[src/rtl/pipe_ctrl_pkg.sv]
// Shared types for the pipeline control block:
// FSM state encoding, timeout width and the strobe bundle.
package pipe_ctrl_pkg;

  typedef enum logic [1:0] {
    ST_RUN       = 2'd0,
    ST_BUS_WAIT  = 2'd1,
    ST_JUMP_PEND = 2'd2
  } state_e;

  localparam int TMO_W = 16;

  typedef struct packed {
    logic        jump_en;
    logic [31:0] jump_addr;
    logic [2:0]  hold;
    logic [1:0]  flush;
  } ctrl_t;

endpackage

[src/rtl/pipe_ctrl_tmo.sv]
// Bus-hold timeout: counts held cycles, fires a
// single registered pulse, then saturates.
module pipe_ctrl_tmo
  import pipe_ctrl_pkg::*;
#(
  parameter int TIMEOUT = 255
) (
  input  logic clk,
  input  logic rst,
  input  logic bus_hold_i,
  output logic bus_timeout_o
);

  localparam logic [TMO_W-1:0] TMO_MAX = TMO_W'(TIMEOUT);
  localparam logic [TMO_W-1:0] TMO_PRE = TMO_W'(TIMEOUT - 1);

  logic [TMO_W-1:0] cnt;

  always_ff @(posedge clk or negedge rst) begin
    if (!rst) begin
      cnt           <= '0;
      bus_timeout_o <= 1'b0;
    end else if (!bus_hold_i) begin
      cnt           <= '0;
      bus_timeout_o <= 1'b0;
    end else begin
      // pulse lands the cycle after cnt reaches TIMEOUT
      bus_timeout_o <= (cnt == TMO_PRE);
      if (cnt != TMO_MAX)
        cnt <= cnt + 1'b1;
    end
  end

endmodule

[src/rtl/pipe_ctrl.sv]
// Pipeline control: merges jump, ex hold and bus hold
// into per-stage hold/flush strobes and PC redirect.
module pipe_ctrl
  import pipe_ctrl_pkg::*;
#(
  parameter int TIMEOUT = 255
) (
  input  logic        clk,
  input  logic        rst,
  input  logic        jump_en_i,
  input  logic [31:0] jump_addr_i,
  input  logic        hold_flag_ex_i,
  input  logic        bus_hold_i,
  output logic        jump_en_o,
  output logic [31:0] jump_addr_o,
  output logic        hold_pc_o,
  output logic        hold_if_id_o,
  output logic        hold_id_ex_o,
  output logic        flush_if_id_o,
  output logic        flush_id_ex_o,
  output logic        bus_timeout_o,
  output logic [31:0] stall_cnt_o
);

  state_e      state, nxt;
  logic [31:0] pend_addr, pend_nxt;
  ctrl_t       c;

  always_comb begin
    c        = '0;
    nxt      = state;
    pend_nxt = pend_addr;
    if (state == ST_JUMP_PEND) begin
      if (bus_hold_i) begin
        c.hold = '1;
      end else begin
        c.jump_en   = 1'b1;
        c.jump_addr = pend_addr;
        c.flush     = '1;
        nxt         = ST_RUN;
      end
    end else if (bus_hold_i) begin
      c.hold = '1;
      if (jump_en_i) begin
        pend_nxt = jump_addr_i;
        nxt      = ST_JUMP_PEND;
      end else begin
        nxt = ST_BUS_WAIT;
      end
    end else if (jump_en_i) begin
      // jump wins over a concurrent ex hold
      c.jump_en   = 1'b1;
      c.jump_addr = jump_addr_i;
      c.flush     = '1;
      nxt         = ST_RUN;
    end else if (hold_flag_ex_i) begin
      c.hold = '1;
      nxt    = ST_RUN;
    end else begin
      nxt = ST_RUN;
    end
  end

  always_ff @(posedge clk or negedge rst) begin
    if (!rst) begin
      state     <= ST_RUN;
      pend_addr <= '0;
    end else begin
      state     <= nxt;
      pend_addr <= pend_nxt;
    end
  end

  assign jump_en_o     = rst & c.jump_en;
  assign jump_addr_o   = rst ? c.jump_addr : '0;
  assign hold_pc_o     = rst & c.hold[2];
  assign hold_if_id_o  = rst & c.hold[1];
  assign hold_id_ex_o  = rst & c.hold[0];
  assign flush_if_id_o = rst & c.flush[1];
  assign flush_id_ex_o = rst & c.flush[0];

  always_ff @(posedge clk or negedge rst) begin
    if (!rst)
      stall_cnt_o <= '0;
    else if (hold_pc_o)
      stall_cnt_o <= stall_cnt_o + 1'b1;
  end

  pipe_ctrl_tmo #(
    .TIMEOUT(TIMEOUT)
  ) u_tmo (
    .clk          (clk),
    .rst          (rst),
    .bus_hold_i   (bus_hold_i),
    .bus_timeout_o(bus_timeout_o)
  );

endmodule

[config.mk]
export PLATFORM = sky130hd
export DESIGN_NAME = pipe_ctrl
export DESIGN_NICKNAME = d
export VERILOG_FILES = /design/src/rtl/pipe_ctrl_pkg.sv /design/src/rtl/pipe_ctrl_tmo.sv /design/src/rtl/pipe_ctrl.sv
export SDC_FILE = /design/constraint.sdc
export NUM_CORES = 1
export LEC_CHECK = 0
export BUFFER_PORTS_ARGS = -buffer_cell sky130_fd_sc_hd__buf_2
export CAP_MARGIN = 20
export CORE_MARGIN = 1
export CORE_UTILIZATION = 30
export DETAILED_ROUTE_END_ITERATION = 8
export GPL_TIMING_DRIVEN = 0
export MAX_ROUTING_LAYER = met4
export PLACE_DENSITY = 0.53
export SYNTH_ARGS = -nofsm -noshare
export SYNTH_HDL_FRONTEND = slang
export SYNTH_SLANG_ARGS = --single-unit
[constraint.sdc]
create_clock -name clk -period 2.26 [get_ports clk]
set_clock_uncertainty 0.05 [all_clocks]
set_input_delay 0.452 -clock clk [delete_from_list [all_inputs] [get_ports clk]]
set_output_delay 0.452 -clock clk [all_outputs]
set_load 0.05 [all_outputs]
Word level (Yosys, flattened, before mapping)
Cells that the tools add are included.
- register bits after elaboration: 83
- bits of input ports: 37
- output and inout port bits: 71
- word-level logic and storage cells: 39
- add/subtract/negate cells: 2
- equal/unequal tests: 5
- mux-type cells: 19
- bitwise logic cells: 7
- reduce and logical (&&, ||, !) cells: 1
- operators by type and width (cell ; count):
    $mux 33 ; 3
    $mux 38 ; 1
    $add 32x1->32 const B ; 1
    $mux 16 ; 2
    $mux 32 ; 1
    $add 16x1->16 const B ; 1
    $eq 16x8->1 const B ; 1
    $ne 16x8->1 const B ; 1
    $mux 2 ; 7
    $mux 3 ; 4
    $and 1x1->1 ; 6
    $reduce_and 3->1 ; 1
    $eq 2x2->1 const B ; 1
    $ne 2x1->1 const B ; 1
    $ne 2x2->1 const B ; 1
    $mux 1 ; 1
    $not 1->1 ; 1

Depth between registers and ports, before layout
Gate-level depths: netlist (run 1).
- word-level depth: 5
- gate-level depth with buffers: 7
- gate-level depth less buffers: 6

Hierarchy
From an unflattened synthesis (run 1), not the netlist that was laid out.
- cells, all modules: 432
- area, all modules: 4304.1 µm²
- modules (own cells, without submodules) (module ; times used ; cells each ; area each (µm²) ; seq. area each (µm²)):
    pipe_ctrl ; 1 ; 339 ; 3369.5 ; 1651.6
    pipe_ctrl_tmo ; 1 ; 93 ; 934.6 ; 425.4

Least setup slack after synthesis (run 1)
Ideal clock, no wire load.
- kind: flip-flop to output port
- from: register state[0]
- to: output flush_if_id_o
- data arrival time: 2367 ps
- required time: 1758 ps
- path slack: -609 ps
- stages on the path, launching flop included: 5
- buffers on the path: 1
- cell sequence: dfrtp_1 nand2b_1 and2_1 nor3b_1 buf_4
- cells in the longest elaborated chain, start to end: 3
- RTL lines (element ; RTL line ; source):
    start: declaration ; pipe_ctrl.sv:25 ; state_e state, nxt;
    start signal: assignment ; pipe_ctrl.sv:69 ; state <= nxt;
    $eq 2x2->1 ; pipe_ctrl.sv:33 ; if (state == ST_JUMP_PEND) begin
    $mux 38 ; pipe_ctrl.sv:33 ;
    $and 1x1->1 ; pipe_ctrl.sv:79 ; assign flush_if_id_o = rst & c.flush[1];
    end: declaration ; pipe_ctrl.sv:19 ; output logic flush_if_id_o,
Every way passes these cells.

Worst setup path in the final report (run 1)
- from: register state[0]
- to: output hold_if_id_o
- cells in the longest elaborated chain, start to end: 3
- RTL lines (element ; RTL line ; source):
    $eq 2x2->1 ; pipe_ctrl.sv:33 ;
    $mux 38 ; pipe_ctrl.sv:33 ;
    $and 1x1->1 ; pipe_ctrl.sv:77 ; assign hold_if_id_o = rst & c.hold[1];
    end: declaration ; pipe_ctrl.sv:17 ; output logic hold_if_id_o,
Every way passes these cells.

==> results_dict.tcl, run 1 <==
set metrics [dict create \
    dp.final_hpwl_um 6760 \
    die-area_mm2 0.0141 \
    setup_viol 0 \
    async_flop_share_pct 100 \
    crit_path_max_fanout 7 \
    synth_top_family_by_area "simple AND/OR/NAND/NOR gates" \
    h-tree-depth 3 \
    route.detailed.drc 0 \
    synth_nets 412 \
    drtAntennaViolNets 0 \
    rsz0062_at_grt "yes" \
    clk_pin_slew_worst_paths_ns 0.06 \
    synth_top_area_cell "dfrtp_1" \
    synth_compound_area_share_pct 7.57 \
    synthFlopType "dfrtp_1" \
    syn_area_mm2 0.00408 \
    root_buffer "clkbuf_16" \
    grt_pass1_wl_um 16900 \
    yosys.area_share.simple_pct 19.4 \
    viasPerCell 4.74 \
    gp_congestion 0.793 \
    tritoncts "yes" \
    num_vias 3244 \
    critical_path.top_delay_family "buffers and inverters" \
    sw_frac_of_total_pct 31.7 \
    syn_area_per_cell_um2 11.0 \
    grt_usage_pct 15.8 \
    worst_slew_pin_slew_ns 0.802 \
    status "complete, no violations" \
    antenna_found_initial 1 \
    hold_viol_final 0 \
    cp-end-kind "output pin" \
    drt_iter0_drc 110 \
    synthToLayoutAreaGrowth_pct 44.2 \
    fmax_mhz 449 \
    routed_wl_um 10300 \
    max_stage_delay_ns 0.36 \
    fin_hold_ws_ns 0.0214 \
    muxShareOfSynthArea_pct 9.10 \
    synth_top_area_share_pct 50.9 \
    cp_data_arrival_time_ns 1.73 \
    cts_inserted_buffers 9 \
    synth_most_common_cell "dfrtp_1" \
    core_mm2 0.0132 \
    synthesis.instances 372 \
    p_per_area_mw_per_mm2 700 \
    p_sw_w 0.00131 \
    layout_min_cycle_time_ns 2.23 \
    grt_start_max_net_pins 35 \
    total_power_w 0.00412 \
    synth-xor-area-share_pct 9.01 \
    grt_pass1_vias 3250 \
    ys_warn_count 0 \
    sequentialPowerShare_pct 43.7 \
    die_x_um 119 \
    final_max_slew_viol_count 0 \
    first_pass_iters 4 \
    cpMaxStageDelayCell "dfrtp_1" \
    ir_worst_vdd_mv 0.341 \
    p_clk_share_pct 32.4 \
    synth_edf_count 0 \
    grt_overflow_total 0 \
    leakagePower_nw 2.70 \
    die_h_um 119 \
    start_util_pct 30.8 \
    yosysUniqueCellTypes 34 \
    clock_sinks 83 \
    numPortBuffers 107 \
    synth_commonest_cells "dfrtp_1, nor2b_1, mux2_2" \
    min_period_over_period_pct 98.6 \
    ys_seq_elements 83 \
    start_kind "flop" \
    clock_latency_ns 0.34 \
    netlist_top_cells_area "dfrtp_1, mux2_2, a22oi_1" \
    comb_power_share_pct 23.8 \
    fillers 1256 \
    intPower_w 0.00282 \
    yosysSeqAreaShare_pct 50.9 \
    cap_violations 0 \
    max-slew-margin-rel_pct 46.3 \
    rows 42 \
    cp_data_required_time_ns 1.76 \
    drive_above_1_share_pct 49.7 \
    path_class "flop to output pin" \
    cp_num_buf_inv 3 \
    synthAdderAreaFrac_pct 0.920 \
    num_io_pins 108 \
    wire_per_inst_um 15.0 \
    clock_path_buffers 2 \
    hp-class "input port to asynchronous set/reset pin" \
    crit_chain "nand2b_4 > a31o_2 > nand2_2 > inv_1 > buf_4 > buf_2" \
    nNetsFinal 543 \
]
[logic make-up after synthesis]
| kind of cell | count (synthesis) |
|---|---|
| AOI/OAI and AO/OA | 43 |
| xor gates and xnor gates | 42 |
| adders and majority gates | 3 |
| buffers and inverters | 28 |
| DFF | 83 |
| muxes | 33 |
| and+or+nand+nor | 140 |
[final timing paths]
kind	start	to	slack, ns	depth (start not counted)
max in group asynchronous	rst	pend_addr[3]$_DFFE_PN0P_	0.91	2
max	state[0]$_DFFE_PN0P_	hold_if_id_o	0.03	6
min in group clk	jump_addr_i[31]	pend_addr[31]$_DFFE_PN0P_	0.32	2
max reg2reg	u_tmo.cnt[8]$_DFFE_PN0P_	u_tmo.cnt[3]$_DFFE_PN0P_	0.11	6
min	rst	stall_cnt_o[6]$_DFFE_PN0P_	0.02	2
min reg2reg	stall_cnt_o[31]$_DFFE_PN0P_	stall_cnt_o[31]$_DFFE_PN0P_	0.41	1
[power groups by stage]
stage | Clock (W) | Sequential (W) | Combinational (W)
6_report | 0.00134 | 0.00180 | 0.000982
5_1_grt | 0.00144 | 0.00183 | 0.00105
2_1_floorplan | 0 | 0.00197 | 0.000444
3_5_place_dp | 0 | 0.00181 | 0.000858
3_3_place_gp | 0 | 0.00181 | 0.000839
4_1_cts | 0.00139 | 0.00180 | 0.000978
[state kept, by name, summed over array words and instances, names as in the netlist]
name and cells:
pend_addr 32, stall_cnt_o 32, state 2, u_tmo.bus_timeout_o 1
u_tmo.cnt 16
[per-stage QoR]
| step | cells | worst slack [ns] | setup TNS, ns | instance area [um^2] | utilization, % |
|---|---|---|---|---|---|
| CTS | 678 | -0.0204 | -0.0567 | 5790 | 43.7 |
| finish | 684 | 0.0306 | 0 | 5890 | 44.5 |
| global placement | 655 | -1.68 | -104.90 | 4920 | 37.2 |
| detailed placement | 656 | -0.784 | -29.62 | 4950 | 37.4 |
| floorplan | 372 | 0.0758 | 0 | 4170 | - |
| global route | 684 | -0.0542 | -0.482 | 5890 | 44.5 |
[cells in the final DEF, fill, tap and decap left out, types with 5 or more instances in the layout]
cell        n
a22oi_2    30
inv_1       8
clkbuf_16  10
and3_1      7
nor3_1      7
and2_1     11
nor2b_2    30
buf_8       5
nand2_1    18
buf_2      72
xnor2_1    23
nor2_1     17
mux2_2     33
buf_4      12
dfrtp_1    82
nand3_1    14
buf_6      33
xor2_1     19
nand4_1    11
clkbuf_1    5
[routing by layer]
| metal | routed length (um) | track usage (%) | up-vias | share of wire (%) |
|---|---|---|---|---|
| met5 | 0 | - | - | 0 |
| met1 | 4740 | 19.9 | 1605 | 46 |
| li1 | - | - | 1567 | - |
| met2 | 4990 | 24.3 | 66 | 48 |
| met4 | 118 | 6.41 | 0 | 1.1 |
| met3 | 441 | 3.81 | 6 | 4.3 |
[repair_timing]
item / 4_1_cts / 5_1_grt
hold buffers: 1 / 0
endpoints found under the hold margin: 17 / 0
setup endpoints to repair: 38 / 41
buffers inserted: 2 / 5
gates resized for setup: 126 / 16
cloned: 4 / 1
pin swaps: 3 / 20
[final cells by class]
type | count | area, um^2 | area share [%]
multi-input combinational | 261 | 2150 | 36.6
sequential | 83 | 2080 | 35.3
timing repair buffer | 121 | 978 | 16.6
clock buffer | 12 | 246 | 4.19
tap | 176 | 220 | 3.74
buffer | 19 | 161 | 2.74
inverter | 8 | 30.0 | 0.510
clock inverter | 3 | 15.0 | 0.255
antenna | 1 | 2.50 | 0.0425
(Power assumes the default switching activity.)
==> run 2, diff against run 1 <==
--- a/config.mk
+++ b/config.mk
@@ -7,12 +7,13 @@
 export LEC_CHECK = 0
 export BUFFER_PORTS_ARGS = -buffer_cell sky130_fd_sc_hd__buf_2
 export CAP_MARGIN = 20
-export CORE_MARGIN = 1
+export CORE_MARGIN = 1.5
 export CORE_UTILIZATION = 30
 export DETAILED_ROUTE_END_ITERATION = 8
 export GPL_TIMING_DRIVEN = 0
 export MAX_ROUTING_LAYER = met4
 export PLACE_DENSITY = 0.53
+export SLEW_MARGIN = 20
 export SYNTH_ARGS = -nofsm -noshare
 export SYNTH_HDL_FRONTEND = slang
 export SYNTH_SLANG_ARGS = --single-unit
==> constraint.sdc (replaced) <==
create_clock -name clk -period 2.29 [get_ports clk]
set_clock_uncertainty 0.05 [all_clocks]
set_input_delay 0.458 -clock clk [delete_from_list [all_inputs] [get_ports clk]]
set_output_delay 0.458 -clock clk [all_outputs]
set_load 0.05 [all_outputs]
==> results_dict.tcl, run 2 (synthesis gave the netlist of run 1 again) <==
set metrics [dict create \
    antenna_cells 0 \
    cp_data_arrival_time_ns 1.73 \
    core_mm2 0.0132 \
    dp.final_hpwl_um 6700 \
    grt_usage_pct 14.9 \
    routed_wl_um 9960 \
    final_common_cell "dfrtp_1" \
    ir_worst_vdd_mv 0.300 \
    path_class "flop to output pin" \
    clock_sinks 83 \
    rsz0062_at_grt "yes" \
    cp_data_required_time_ns 1.78 \
    cap_violations 0 \
    grt_pass1_wl_um 16200 \
    tritoncts "yes" \
    crit_chain "nand2b_4 > and2_1 > nor3b_4 > buf_4 > buf_2" \
    critical_path.top_delay_family "simple AND/OR/NAND/NOR gates" \
    fin_cells 678 \
    cts_inserted_buffers 9 \
    antenna_found_initial 0 \
    start_util_pct 30.8 \
    start_kind "flop" \
    status "complete, no violations" \
    h-tree-depth 3 \
    synthToLayoutAreaGrowth_pct 40.9 \
    leakagePower_nw 2.64 \
    rows 42 \
    viasPerCell 4.77 \
    placed_cells 656 \
    grt_pass1_vias 3119 \
    min_period_over_period_pct 97.6 \
    cp_num_buf_inv 2 \
    max-slew-margin-rel_pct 54.8 \
    grt_start_max_net_pins 42 \
    die_h_um 120 \
    rr_startpoint "u_tmo.cnt[9]$_DFFE_PN0P_" \
    nNetsFinal 539 \
    worst_slew_pin_slew_ns 0.669 \
    drt_iter0_drc 173 \
    wire_per_inst_um 14.7 \
    clk_pin_slew_worst_paths_ns 0.06 \
    r2r_slack_ns 0.14 \
    clock_path_buffers 2 \
    numPortBuffers 107 \
    timing.rr.end "u_tmo.cnt[3]$_DFFE_PN0P_" \
    clock_latency_ns 0.34 \
    num_io_pins 108 \
    drive_above_1_share_pct 48.6 \
    crit_path_max_fanout 7 \
    cpMaxStageDelayCell "dfrtp_1" \
    die_x_um 120 \
    gp_congestion 0.746 \
    route.detailed.drc 0 \
    ff2ff_path_depth 6 \
    largest_registers "pend_addr: 32 flops, stall_cnt_o: 32 flops, u_tmo.cnt: 16 flops" \
    final_max_slew_viol_count 0 \
    layout_min_cycle_time_ns 2.23 \
    grt_overflow_total 0 \
    setup_viol 0 \
    root_buffer "clkbuf_16" \
    fmax_mhz 447 \
    hold_viol_final 0 \
    p_per_area_mw_per_mm2 699 \
    layout_common_cells "dfrtp_1, buf_2, mux2_2" \
    fillers 1302 \
    cp-end-kind "output pin" \
    drtAntennaViolNets 0 \
    first_pass_iters 5 \
    num_vias 3236 \
    fin_hold_ws_ns 0.0120 \
    die-area_mm2 0.0143 \
    hp-class "input port to asynchronous set/reset pin" \
    max_stage_delay_ns 0.36 \
]
[run 2: cell types whose count changed in the layout (fill, tap and decap cells not counted), sizes merged]
cell | before | now
clkinv | 3 | 2
clkinvlp | 0 | 1
dlygate4sd3 | 1 | 0
diode | 1 | 0
bufbuf | 2 | 1
buf | 127 | 126
clkbuf | 22 | 20
[run 2: how the worst max path moves through the flow]
stage	slack (ns)	cells after the start	to	from
after global routing	-0.02	8	jump_addr_o[11]	state[1]$_DFFE_PN0P_
after CTS	-0.02	8	jump_addr_o[30]	state[1]$_DFFE_PN0P_
after global placement	-1.58	5	jump_addr_o[27]	rst
final	0.06	5	jump_en_o	state[0]$_DFFE_PN0P_
after floorplan	0.004	4	flush_if_id_o	state[0]$_DFFE_PN0P_
after detailed placement	-0.84	6	jump_addr_o[30]	rst
[run 2: worst register-to-register path, cell delays in order, from the launching register on]
cell and delay (ns):
dfrtp_1 0.42, or4_1 0.56, or4_1 0.55, buf_6 0.16
nand4_2 0.09, xnor2_1 0.06, and2_1 0.15
[run 2: per-layer routing]
layer  vias up  track usage, %  wire (um)
met1      1592            20.4       4730
met2        68            21.7       4670
met3        11            3.28        400
met5         -               -          0
li1       1565               -          -
met4         0            5.58        165
[run 2: timing repair]
item	CTS	global route
pin swaps	1	3
hold endpoints to repair	41	0
gates resized for setup	98	26
hold buffers	1	0
setup endpoints to repair	38	40
cloned	3	1
setup buffers	3	2
[run 2: per-stage QoR]
stage | area [um^2] | TNS (ns) | util, % | total power [W] | setup WS, ns
floorplan | 4160 | 0 | - | 0.00238 | 0.00433
global placement | 4920 | -97.54 | 37.1 | 0.00262 | -1.58
detailed placement | 4950 | -33.27 | 37.4 | 0.00264 | -0.838
CTS | 5640 | -0.0616 | 42.6 | 0.00406 | -0.0238
global route | 5750 | -0.157 | 43.4 | 0.00422 | -0.0191
finish | 5750 | 0 | 43.4 | 0.00402 | 0.0553
[run 2: cell type report]
cell class              instances  area (um^2)  area share (%)
clock inverters                 3         17.5           0.305
inverters                       8         30.0           0.522
clock buffers                  11          233            4.05
repair buffers                117          872            15.2
flip-flops and latches         83         2080            36.1
plain buffers                  19          153            2.65
multi-input cells             261         2150            37.4
well taps                     176          220            3.83
[run 2: report_power, final]
group	total [W]	leakage [nW]	internal (W)	switching [W]
clock network	0.00129	0.121	0.000719	0.000575
logic	0.000955	1.46	0.000373	0.000582
registers	0.00177	1.06	0.00164	0.000135
total	0.00402	2.64	0.00273	0.00129
